### src/rtl/fifo_pkg.sv
// fifo_pkg: shared types and sizing helpers for the async FIFO read side.
package fifo_pkg;

   localparam int DATA_WIDTH = 8;

   typedef enum logic [1:0] {FILL, HOLD, FLUSH} rd_pack_state_t;

   function automatic int cnt_width(input int pack);
      return $clog2(pack) + 1;
   endfunction

endpackage

### src/rtl/fifo_out_slot.sv
// fifo_out_slot: one-entry valid/ready output register for the read packer.
// slot_free_o tells the packer a new word may be loaded on this edge.
module fifo_out_slot
   import fifo_pkg::*;
#(
   parameter int W = 4 * DATA_WIDTH,
   parameter int K = 4
) (
   input  logic         clk_i,
   input  logic         rst_i,
   input  logic         load_i,
   input  logic [W-1:0] data_i,
   input  logic [K-1:0] keep_i,
   input  logic         ready_i,
   output logic [W-1:0] data_o,
   output logic [K-1:0] keep_o,
   output logic         valid_o,
   output logic         slot_free_o
);

   logic [W-1:0] data_q;
   logic [K-1:0] keep_q;
   logic         valid_q;

   assign slot_free_o = !valid_q || ready_i;

   always_ff @(posedge clk_i) begin
      if (rst_i) begin
         valid_q <= 1'b0;
         data_q  <= '0;
         keep_q  <= '0;
      end else if (load_i) begin
         valid_q <= 1'b1;
         data_q  <= data_i;
         keep_q  <= keep_i;
      end else if (ready_i) begin
         valid_q <= 1'b0;
      end
   end

   assign data_o  = data_q;
   assign keep_o  = keep_q;
   assign valid_o = valid_q;

endmodule

### src/rtl/fifo_rd_packer.sv
// fifo_rd_packer: drains FIFO entries and packs PACK of them per output word.
// Define FLUSH_TIMEOUT_EN to flush partial words after TIMEOUT idle cycles.
module fifo_rd_packer
   import fifo_pkg::*;
#(
   parameter int data_width = DATA_WIDTH,
   parameter int PACK       = 4,
   parameter int TIMEOUT    = 16
) (
   input  logic                       rclk,
   input  logic                       r_rst,
   input  logic                       empty,
   output logic                       r_en,
   input  logic [data_width-1:0]      data_out,
   output logic [PACK*data_width-1:0] m_data,
   output logic [PACK-1:0]            m_keep,
   output logic                       m_valid,
   input  logic                       m_ready
);

   localparam int CW = cnt_width(PACK);
   localparam int LW = $clog2(PACK);
   localparam int WW = PACK * data_width;
   localparam logic [CW-1:0] FULL = CW'(PACK);
   localparam logic [CW-1:0] LAST = CW'(PACK - 1);

   if (PACK < 2 || (PACK & (PACK - 1)) != 0 || TIMEOUT < 1) begin : g_bad_cfg
      $error("fifo_rd_packer: PACK must be a power of 2 >= 2, TIMEOUT >= 1");
   end

   rd_pack_state_t state_q, state_d;
   logic [CW-1:0]  cnt_q, cnt_d;
   logic           rd_pend_q;
   logic [WW-1:0]  pack_q, pack_d;
   logic [WW-1:0]  load_data;
   logic [PACK-1:0] load_keep;
   logic [LW-1:0]  lane;
   logic [CW:0]    in_flight;
   logic           slot_free, load, full_now, fill_last;
   logic           move_full, flushing, flush_go;

   // A word completes either already full or via the entry landing now.
   assign full_now  = (cnt_q == FULL);
   assign fill_last = (cnt_q == LAST) && rd_pend_q;
   assign move_full = (full_now || fill_last) && slot_free
                      && (state_q != FLUSH);
   assign in_flight = {1'b0, cnt_q} + {{CW{1'b0}}, rd_pend_q};

   assign r_en = !empty && !r_rst && (state_q != FLUSH)
                 && (in_flight < {1'b0, FULL} || move_full);

   assign load = move_full || flushing;

   always_comb begin
      load_data = pack_q;
      if (fill_last)
         load_data[WW-1 -: data_width] = data_out;
   end

`ifdef FLUSH_TIMEOUT_EN
   localparam int IW = $clog2(TIMEOUT + 1);

   logic [IW-1:0] idle_q, idle_d;

   always_comb begin
      idle_d = '0;
      if (state_q == FILL && cnt_q != '0 && !full_now && !rd_pend_q)
         idle_d = (idle_q == IW'(TIMEOUT)) ? idle_q : idle_q + IW'(1);
   end

   // Defer the flush if a read is being issued; its capture restarts idling.
   assign flush_go = (idle_d == IW'(TIMEOUT)) && !r_en && (state_q == FILL);
   assign flushing = (state_q == FLUSH) && slot_free;

   always_comb begin
      load_keep = '1;
      if (flushing)
         for (int i = 0; i < PACK; i++)
            load_keep[i] = (CW'(i) < cnt_q);
   end

   always_ff @(posedge rclk) begin
      if (r_rst)
         idle_q <= '0;
      else
         idle_q <= idle_d;
   end
`else
   assign flush_go  = 1'b0;
   assign flushing  = 1'b0;
   assign load_keep = '1;
`endif

   always_comb begin
      pack_d  = pack_q;
      cnt_d   = cnt_q;
      state_d = state_q;
      lane    = cnt_q[LW-1:0];
      if (load) begin
         pack_d = '0;
         cnt_d  = '0;
         lane   = '0;
      end
      if (rd_pend_q && !(load && fill_last)) begin
         pack_d[lane*data_width +: data_width] = data_out;
         cnt_d = cnt_d + CW'(1);
      end
      unique case (state_q)
         FLUSH:   state_d = flushing ? FILL : FLUSH;
         default: state_d = flush_go ? FLUSH
                            : ((cnt_d == FULL) ? HOLD : FILL);
      endcase
   end

   always_ff @(posedge rclk) begin
      if (r_rst) begin
         state_q   <= FILL;
         cnt_q     <= '0;
         rd_pend_q <= 1'b0;
         pack_q    <= '0;
      end else begin
         state_q   <= state_d;
         cnt_q     <= cnt_d;
         rd_pend_q <= r_en;
         pack_q    <= pack_d;
      end
   end

   fifo_out_slot #(
      .W (WW),
      .K (PACK)
   ) u_slot (
      .clk_i       (rclk),
      .rst_i       (r_rst),
      .load_i      (load),
      .data_i      (load_data),
      .keep_i      (load_keep),
      .ready_i     (m_ready),
      .data_o      (m_data),
      .keep_o      (m_keep),
      .valid_o     (m_valid),
      .slot_free_o (slot_free)
   );

endmodule

### config.mk
export PLATFORM = sky130hd
export DESIGN_NAME = fifo_rd_packer
export DESIGN_NICKNAME = d
export VERILOG_FILES = /design/src/rtl/fifo_pkg.sv /design/src/rtl/fifo_out_slot.sv /design/src/rtl/fifo_rd_packer.sv
export SDC_FILE = /design/constraint.sdc
export NUM_CORES = 1
export LEC_CHECK = 0
export ABC_AREA = 1
export BUFFER_PORTS_ARGS = -buffer_cell sky130_fd_sc_hd__clkbuf_2
export CORE_ASPECT_RATIO = 1.4
export CORE_MARGIN = 5
export CORE_UTILIZATION = 60
export DETAILED_ROUTE_END_ITERATION = 10
export HOLD_SLACK_MARGIN = 0.1
export PLACE_DENSITY = 0.86
export SYNTH_ARGS = -nofsm -noshare
export SYNTH_HDL_FRONTEND = slang
export SYNTH_SLANG_ARGS = --single-unit
export TNS_END_PERCENT = 10
### constraint.sdc
create_clock -name rclk -period 5.3 [get_ports rclk]
set_input_delay 0.265 -clock rclk [delete_from_list [all_inputs] [get_ports rclk]]
set_output_delay 0.265 -clock rclk [all_outputs]
set_load 0.05 [all_outputs]
==> flow_summary.json, run 1 <==
{
  "wl_microns": 6967,
  "grt_max_degree": 69,
  "initial_core_util_pct": 62.52,
  "die_x_microns": 70.50,
  "insertion_delay_ns": 0.34,
  "boundaryPins": 50,
  "finalPower_mw": 1.095,
  "rsz0062_at_grt": "no",
  "finClkSkew_ns": 0.006062,
  "fin_tns_setup_ns": 0,
  "htree_levels": 3,
  "outcome": "completed",
  "final_cells": 502,
  "critPathKind": "reg2reg",
  "diodes": 0,
  "grtUsageTotal_pct": 21.97,
  "netlist.area_leader.share_pct": 46.89,
  "grt_pass1_wl_microns": 11920,
  "worstPathRequired_ns": 5.57,
  "ys_top_cells_by_area": "dfxtp_1 47%, a21oi_1 12%, nand2_1 11%",
  "vias_per_cell": 5.476,
  "peakVddDrop_mv": 0.2318,
  "setup_violations": 0,
  "cts_buffers": 9,
  "synth_fp_nets": 413,
  "synth_edf_count": 0,
  "cts_tree": "yes",
  "cts.clk_slew.worst_paths_ns": 0.08,
  "yosysSeqAreaShare_pct": 46.89,
  "rows": 30,
  "core_region_area_sq_um": 4917,
  "cts_buffer_depth": 2,
  "die_h_microns": 94.70,
  "portBuffers": 49,
  "synth_area_sq_um": 3074,
  "synth_cell_type_count": 31,
  "drc_errors": 0,
  "grt_pass1_vias": 2649,
  "synth_top_cells_by_count": "87 x nand2_1, 72 x a21oi_1, 72 x dfxtp_1, 42 x nand3_1, 26 x nor2_1",
  "yosysTopAreaCell": "dfxtp_1",
  "dp_cells": 485,
  "hold_violations": 0,
  "cts_root_buf": "clkbuf_8",
  "holdWs_ns": 0.1950,
  "fin_crit_ns": 2.634,
  "grt_use_met3_pct": 3.408,
  "ys_seq_elements": 72,
  "ant_nets": 0,
  "yosysMostFrequentCell": "nand2_1",
  "clock-sinks": 72,
  "powerDensity_nw_per_um2": 313.4,
  "dr.pass1.iters": 4,
  "crit_fanout": 29,
  "hpwl_microns": 4848,
  "ys_async_sr_fraction_pct": 0,
  "vias": 2749,
  "die_area_sq_um": 6676,
  "worst_ep_arrival_time_ns": 2.90,
  "first_iter_violations": 191,
  "p_leak_nw": 1.313,
  "hold_path_class": "in2reg",
  "use_met1_pct": 25.28,
  "max-slew-margin-rel_pct": 46.65,
  "post-route-period-util_pct": 49.71,
  "met2_usage_pct": 38.83,
  "tightest_slew_ns": 0.7942,
  "drv_cap": 0,
  "drive_gt1_share_pct": 19.63,
  "grt-ovfl-total": 0,
  "synthCells": 395,
  "post-place-ws_ns": 2.717,
  "worstSetupEndpointType": "register",
  "syn_avg_cell_area_sq_um": 7.783,
  "synth_flop_cell": "dfxtp_1",
  "gp_congestion": 0.8667,
  "max_freq_ghz": 0.3796,
  "start_kind": "register",
  "area_growth_pct": 13.63,
  "avgRoutedWirePerCell_microns": 13.88,
  "grt-busiest-layer": "met2",
  "fin_ws_ns": 2.666,
  "finalNetCount": 451,
  "antenna_found_initial": 0,
  "yosysWarnings": 0,
  "ctsResizeCount": 0,
  "drv_slew": 0
}
-- logic make-up (layout without fill, tap and decap cells) --
group	Yosys count	in the layout	share of synthesized area (%)
compound gates	88	88	15.26
xor+xnor	1	1	0.2850
fa+ha+maj	6	6	2.442
buf+inv	42	85	7.244
flops	72	72	46.89
simple gates	186	186	27.88
-- worst max-delay path: stages (launching register included) --
cell and delay, ns:
dfxtp_1 0.45, nand3_1 0.17, nand2_2 0.13, nand3_4 0.09
nand2_4 0.25, ha_1 0.21, clkinv_1 0.18, nor3_1 0.67
nand4_1 0.20, a21oi_1 0.19
-- routing by layer --
metal	part of all wire [%]	wire, microns
met3	3.4	238
met1	42	2945
met4	2.7	187
met5	0	0
met2	52	3596
-- repair_timing --
item | CTS | global route
setup endpoints to repair | 0 | 0
endpoints found under the hold margin | 1 | 0
hold buffers | 1 | 0
buffers inserted | 0 | 0
-- metrics by stage --
step / util, % / area, sq um
2_1_floorplan: - / 3074
3_3_place_gp: 66.21 / 3256
3_5_place_dp: 66.21 / 3256
4_1_cts: 71.04 / 3493
5_1_grt: 71.04 / 3493
6_report: 71.04 / 3493
-- report_power, final --
group          switching (mW)  internal [mW]  total, mW
logic                  0.0443         0.0145     0.0588
clock network           0.207          0.280      0.488
registers             0.00374          0.545      0.548
-- path summary, 6_finish.rpt --
path / to / start / cells after the start / slack (ns)
max: pack_q[7] / cnt_q[0] / 9 / 2.67
min reg2reg: u_slot.data_o[18] / pack_q[18] / 2 / 0.46
max reg2reg: pack_q[7] / cnt_q[0] / 9 / 2.67
min: u_slot.data_o[30] / data_out[6] / 3 / 0.20
-- layout make-up --
cell class	count	area [sq um]
clock buffer	10	137.6
clock inverter	6	90.09
timing repair buffer	52	270.3
sequential	72	1441
tap	64	80.08
fill	427	1424
multi-input combinational	281	1410
inverter	17	63.81
-- flip-flops by register name, summed over array words and instances (netlist names) --
signal and cells:
rd_pend_q 1, pack_q 32, u_slot.valid_o 1, u_slot.keep_o 1, cnt_q 3, state_q 2
u_slot.data_o 32
-- cell usage in the layout (no fill, tap or decap), types with 2 or more instances in the layout --
cell type,count
nor2_1,26
or2_1,3
nand4_1,15
inv_1,12
a21oi_2,2
inv_2,4
o21ai_0,8
ha_1,6
dfxtp_1,72
or2_2,5
o21a_1,2
nand3_2,2
inv_6,2
buf_4,2
bufinv_16,2
clkbuf_2,49
a21oi_1,72
nand2_1,87
nand3_1,42
clkbuf_8,10
a211oi_1,2
Power figures use the tool's default switching activity.
==> run 2: changes to the inputs <==
- CORE_UTILIZATION: 60 -> 50
- PLACE_DENSITY: 0.86 -> 0.77
- clock period: 5.3 -> 2.25 ns (I/O delays scaled with it)
==> run 2 against run 1 <==
Net effect: worst hold slack better by 0.070 ns; sequential share of layout area decreased by 1.6 points; global-route usage shrank 3.0 points; non-clock buffer count is 13 higher; count of clock-buffer cells in the layout increased by 3; critical path type is now in2reg.
==> flow_summary.json, run 2 (synthesized netlist as in run 1, its figures left out) <==
{
  "regArea_sq_um": 1446,
  "antenna_found_initial": 0,
  "cp_slowest_cell": "dlygate4sd3_1",
  "critPathMaxStageDelay_ns": 0.53,
  "rsz0062_at_grt": "yes",
  "holdWs_ns": 0.2652,
  "post-cts-setup-buffers": 0,
  "peakVddDrop_mv": 0.4765,
  "fin_crit_ns": 2.191,
  "worstPathRequired_ns": 2.52,
  "grt_pass1_vias": 2627,
  "wl_microns": 7237,
  "fin_tns_setup_ns": 0,
  "drv_slew": 0,
  "core_region_area_sq_um": 5904,
  "die_h_microns": 102.8,
  "cts.clk_slew.worst_paths_ns": 0.07,
  "initial_core_util_pct": 52.07,
  "worstSetupEndpointType": "register",
  "tightest_slew_ns": 0.6111,
  "outcome": "completed",
  "first_iter_violations": 188,
  "grt_max_degree": 62,
  "area_growth_pct": 18.64,
  "cts_tree": "yes",
  "dr.pass1.iters": 6,
  "ant_nets": 0,
  "crit_fanout": 8,
  "critical_path_buf_inv_count": 4,
  "max-slew-margin-rel_pct": 59.26,
  "hold_path_class": "in2reg",
  "setup_violations": 0,
  "hpwl_microns": 4786,
  "finalNetCount": 464,
  "finalPower_mw": 2.566,
  "vias_per_cell": 5.457,
  "drive_gt1_share_pct": 21.51,
  "post-place-ws_ns": 0.1915,
  "rows": 33,
  "cts_buffer_depth": 2,
  "cp_common_cell": "nand2_1",
  "insertion_delay_ns": 0.35,
  "hold_violations": 0,
  "dpl_cell_area_sq_um": 3309,
  "drv_cap": 0,
  "critPathKind": "in2reg",
  "grt-ovfl-total": 0,
  "fin_ws_ns": 0.05872,
  "cts_buffers": 9,
  "multiInputGateArea_sq_um": 1431,
  "final_cell_mix": "87 x nand2_1, 72 x a21oi_1, 70 x dfxtp_1",
  "gp_congestion": 0.9117,
  "postLayoutCellArea_sq_um": 3647,
  "finClkSkew_ns": 0.01056,
  "die_x_microns": 76.27,
  "post-route-period-util_pct": 97.39,
  "max_freq_ghz": 0.4564,
  "start_kind": "primary input",
  "boundaryPins": 50,
  "die_area_sq_um": 7839,
  "fin_util_pct": 61.77,
  "grtUsageTotal_pct": 18.92,
  "avgRoutedWirePerCell_microns": 13.89,
  "vias": 2843,
  "fill_cells": 551,
  "powerDensity_nw_per_um2": 703.6,
  "htree_levels": 3,
  "crit_chain": "dlygate4sd3_1 > clkbuf_2 > inv_1 > nand2_1 > nand2_1 > inv_1 > nand3_4 > nand2_1 > ha_2 > nand2_1 > nor2_1 > nand4_1 > a21oi_1",
  "portBuffers": 49,
  "dp_cells": 495,
  "final_cells": 521,
  "layout_commonest_cell": "nand2_1",
  "critical-path-top-delay-family": "simple AND/OR/NAND/NOR gates",
  "drc_errors": 0,
  "diodes": 0,
  "p_leak_nw": 1.374,
  "grt_pass1_wl_microns": 11960,
  "cts_root_buf": "clkbuf_8",
  "clock-sinks": 72,
  "worst_ep_arrival_time_ns": 2.46
}
## run 2: area by class of cell
class | count | share of cell area, %
Clock buffer | 13 | 4.940
Clock inverter | 3 | 1.269
Inverter | 17 | 1.784
Multi-Input combinational cell | 281 | 39.25
Sequential cell | 72 | 39.66
Tap cell | 70 | 2.401
Timing Repair Buffer | 65 | 10.70
## run 2: final timing paths
kind / from / endpoint / slack (ns) / cells past startpoint
worst max-delay path: m_ready / pack_q[16] / 0.06 / 13
worst min-delay path: r_rst / u_slot.keep_o[0] / 0.27 / 3
worst max register to register: state_q[0] / pack_q[16] / 0.16 / 11
worst min register to register: pack_q[17] / u_slot.data_o[17] / 0.46 / 2
## run 2: layer usage
metal	track usage (%)	wire (microns)	vias up
met4	8.345	111	0
met3	5.769	410	11
met5	0	0	-
met2	33.58	3781	77
met1	20.96	2933	1327
li1	-	-	1428
## run 2: power breakdown
part / leakage [nW] / switching (mW) / internal, mW
combinational: 0.681 / 0.112 / 0.0510
clock: 0.111 / 0.471 / 0.642
sequential: 0.582 / 0.00802 / 1.28
## run 2: worst min-delay path, delay by kind of cell
| kind | cells | cell delay (ns) |
|---|---|---|
| buf+inv | 2 | 0.28 |
| compound gates | 1 | 0.17 |
## run 2: what timing repair did
| action | in CTS | in global routing |
|---|---|---|
| hold buffers | 10 | 0 |
| endpoints found under the hold margin | 18 | 0 |
| endpoints found under the setup margin | 0 | 20 |
| resized for setup | 0 | 5 |
==> run 3: changes to the inputs <==
- CORE_UTILIZATION: 50 -> 56
- PLACE_DENSITY: 0.77 -> 0.81
- clock period: 2.25 -> 2.2 ns (I/O delays scaled with it)
==> run 3 against run 2 <==
Net effect: sequential share of layout area rose by 0.31 points; clock skew fell by 0.0021 ns; routed wire length fell by 2.3%; design area fell by 0.69%; worst hold slack got worse by 0.075 ns; power fell by 2.7%; utilization rose by 4.7 points; critical endpoint is now pack_q[23]; non-clock buffer count rose by 1; setup slack improved by 0.082 ns; clock power fell by 9%.
==> flow_summary.json, run 3 (synthesized netlist as in run 1, its figures left out) <==
{
  "outcome": "completed",
  "cts_tree": "yes",
  "wl_microns": 7068,
  "r2r_end": "pack_q[7]",
  "vias": 2793,
  "fin_ws_ns": 0.1408,
  "drive_gt1_share_pct": 22.57,
  "initial_core_util_pct": 56.46,
  "crit_path_end": "pack_q[23]",
  "start_kind": "primary input",
  "clock-sinks": 72,
  "insertion_delay_ns": 0.35,
  "antenna_found_initial": 0,
  "worst_ep_arrival_time_ns": 2.34,
  "max-slew-margin-rel_pct": 59.51,
  "finClkSkew_ns": 0.008497,
  "htree_levels": 3,
  "fin_tns_setup_ns": 0,
  "post-cts-setup-buffers": 0,
  "p_seq_share_pct": 52.8,
  "critPathKind": "in2reg",
  "reg2reg_slack_ns": 0.19,
  "die_h_microns": 97.67,
  "tightest_slew_ns": 0.6073,
  "dpl_cell_area_sq_um": 3323,
  "powerDensity_nw_per_um2": 689.5,
  "cp_slowest_cell": "dlygate4sd3_1",
  "finalNetCount": 465,
  "crit_start": "m_ready",
  "worstSetupEndpointType": "register",
  "final_cell_mix": "85 x nand2_1, 72 x a21oi_1, 69 x dfxtp_1",
  "p_switching_uw": 608.8,
  "grt-ovfl-total": 0,
  "cts.clk_slew.worst_paths_ns": 0.07,
  "avgRoutedWirePerCell_microns": 13.59,
  "post-place-ws_ns": 0.06281,
  "drc_errors": 0,
  "rsz0062_at_grt": "yes",
  "diodes": 0,
  "portBuffers": 49,
  "crit_chain": "dlygate4sd3_1 > clkbuf_2 > inv_1 > nand2_1 > nand2_2 > inv_2 > nand3_4 > nand2_4 > ha_2 > nand2_1 > nor2_1 > nand4_1 > a21oi_2",
  "worstPathRequired_ns": 2.48,
  "power_frac_comb_pct": 6.8,
  "boundaryPins": 50,
  "grt_max_degree": 62,
  "fin_crit_ns": 2.059,
  "layout_commonest_cell": "nand2_1",
  "first_iter_violations": 233,
  "core_region_area_sq_um": 5445,
  "rows": 32,
  "final_cells": 520,
  "hold_violations": 0,
  "cts_root_buf": "clkbuf_8",
  "die_area_sq_um": 7092,
  "cp_common_cell": "nand2_1",
  "dp_cells": 494,
  "pwr-share-clk_pct": 40.4,
  "setup_violations": 0,
  "vias_per_cell": 5.371,
  "postLayoutCellArea_sq_um": 3622,
  "drv_cap": 0,
  "peakVddDrop_mv": 0.5207,
  "finalPower_mw": 2.497,
  "ant_nets": 0,
  "crit_fanout": 14,
  "p_int_mw": 1.889,
  "die_x_microns": 72.62,
  "grtUsageTotal_pct": 20.88,
  "max_freq_ghz": 0.4856,
  "swShare_pct": 24.38,
  "reg2reg_from": "rd_pend_q",
  "gp_congestion": 0.9777,
  "hpwl_microns": 4818,
  "drv_slew": 0,
  "grt_pass1_wl_microns": 11920,
  "holdWs_ns": 0.1906,
  "reg2reg_depth": 9,
  "cts_buffers": 9,
  "fin_util_pct": 66.52,
  "area_growth_pct": 17.83,
  "fill_cells": 498,
  "hold_path_class": "in2reg",
  "p_leak_nw": 1.358,
  "critPathMaxStageDelay_ns": 0.53,
  "cts_buffer_depth": 2,
  "post-route-period-util_pct": 93.60,
  "dr.pass1.iters": 5,
  "grt_pass1_vias": 2545
}
run 3: changes by cell type in the layout (fill, tap and decap cells not counted), sizes merged:
cell      change
clkbuf        -2
buf           +1
clkinvlp      +1
inv           +1
run 3: worst min-delay path by stage:
stage	startpoint	to	slack [ns]	depth (start not counted)
6_report	r_rst	rd_pend_q	0.19	4
5_1_grt	r_rst	rd_pend_q	0.19	4
4_1_cts	r_rst	rd_pend_q	0.17	4
3_5_place_dp	empty	rd_pend_q	0.32	2
3_3_place_gp	empty	rd_pend_q	0.32	2
2_1_floorplan	empty	rd_pend_q	0.19	1
run 3: cell type report:
cell class | instances | area (sq um) | area share (%)
multi-input combinational | 281 | 1439 | 39.72
timing repair buffer | 66 | 397.9 | 10.98
sequential | 72 | 1448 | 39.97
clock buffer | 11 | 131.4 | 3.627
clock inverter | 5 | 56.30 | 1.554
inverter | 17 | 65.06 | 1.796
tap | 68 | 85.08 | 2.349
run 3: what timing repair did:
action	4_1_cts	5_1_grt
hold buffers	10	0
endpoints found under the setup margin	0	31
endpoints found under the hold margin	18	0
gates resized for setup	0	5
run 3: metal layers:
metal / wire length (microns) / vias up / track usage (%) / share of wire, %
met3: 443 / 16 / 4.865 / 6.3
met4: 164 / 0 / 9.801 / 2.3
met5: 0 / - / 0 / 0
met2: 3528 / 90 / 33.59 / 50
li1: - / 1428 / - / -
met1: 2931 / 1259 / 25.83 / 41
run 3: worst max-delay path: cells and delay by family:
kind | cells | cell delay (ns)
adder cells (fa/ha/maj) | 1 | 0.42
AO/OA/AOI/OAI | 1 | 0.15
AND/OR/NAND/NOR | 7 | 0.92
buffers and inverters | 4 | 0.73
run 3: power groups by stage:
stage	Combinational, mW	Clock, mW	Sequential [mW]
after floorplan	0.110	0	1.35
after global placement	0.147	0	1.35
after detailed placement	0.150	0	1.35
after CTS	0.165	1.02	1.32
after global routing	0.185	1.08	1.32
final	0.169	1.01	1.32
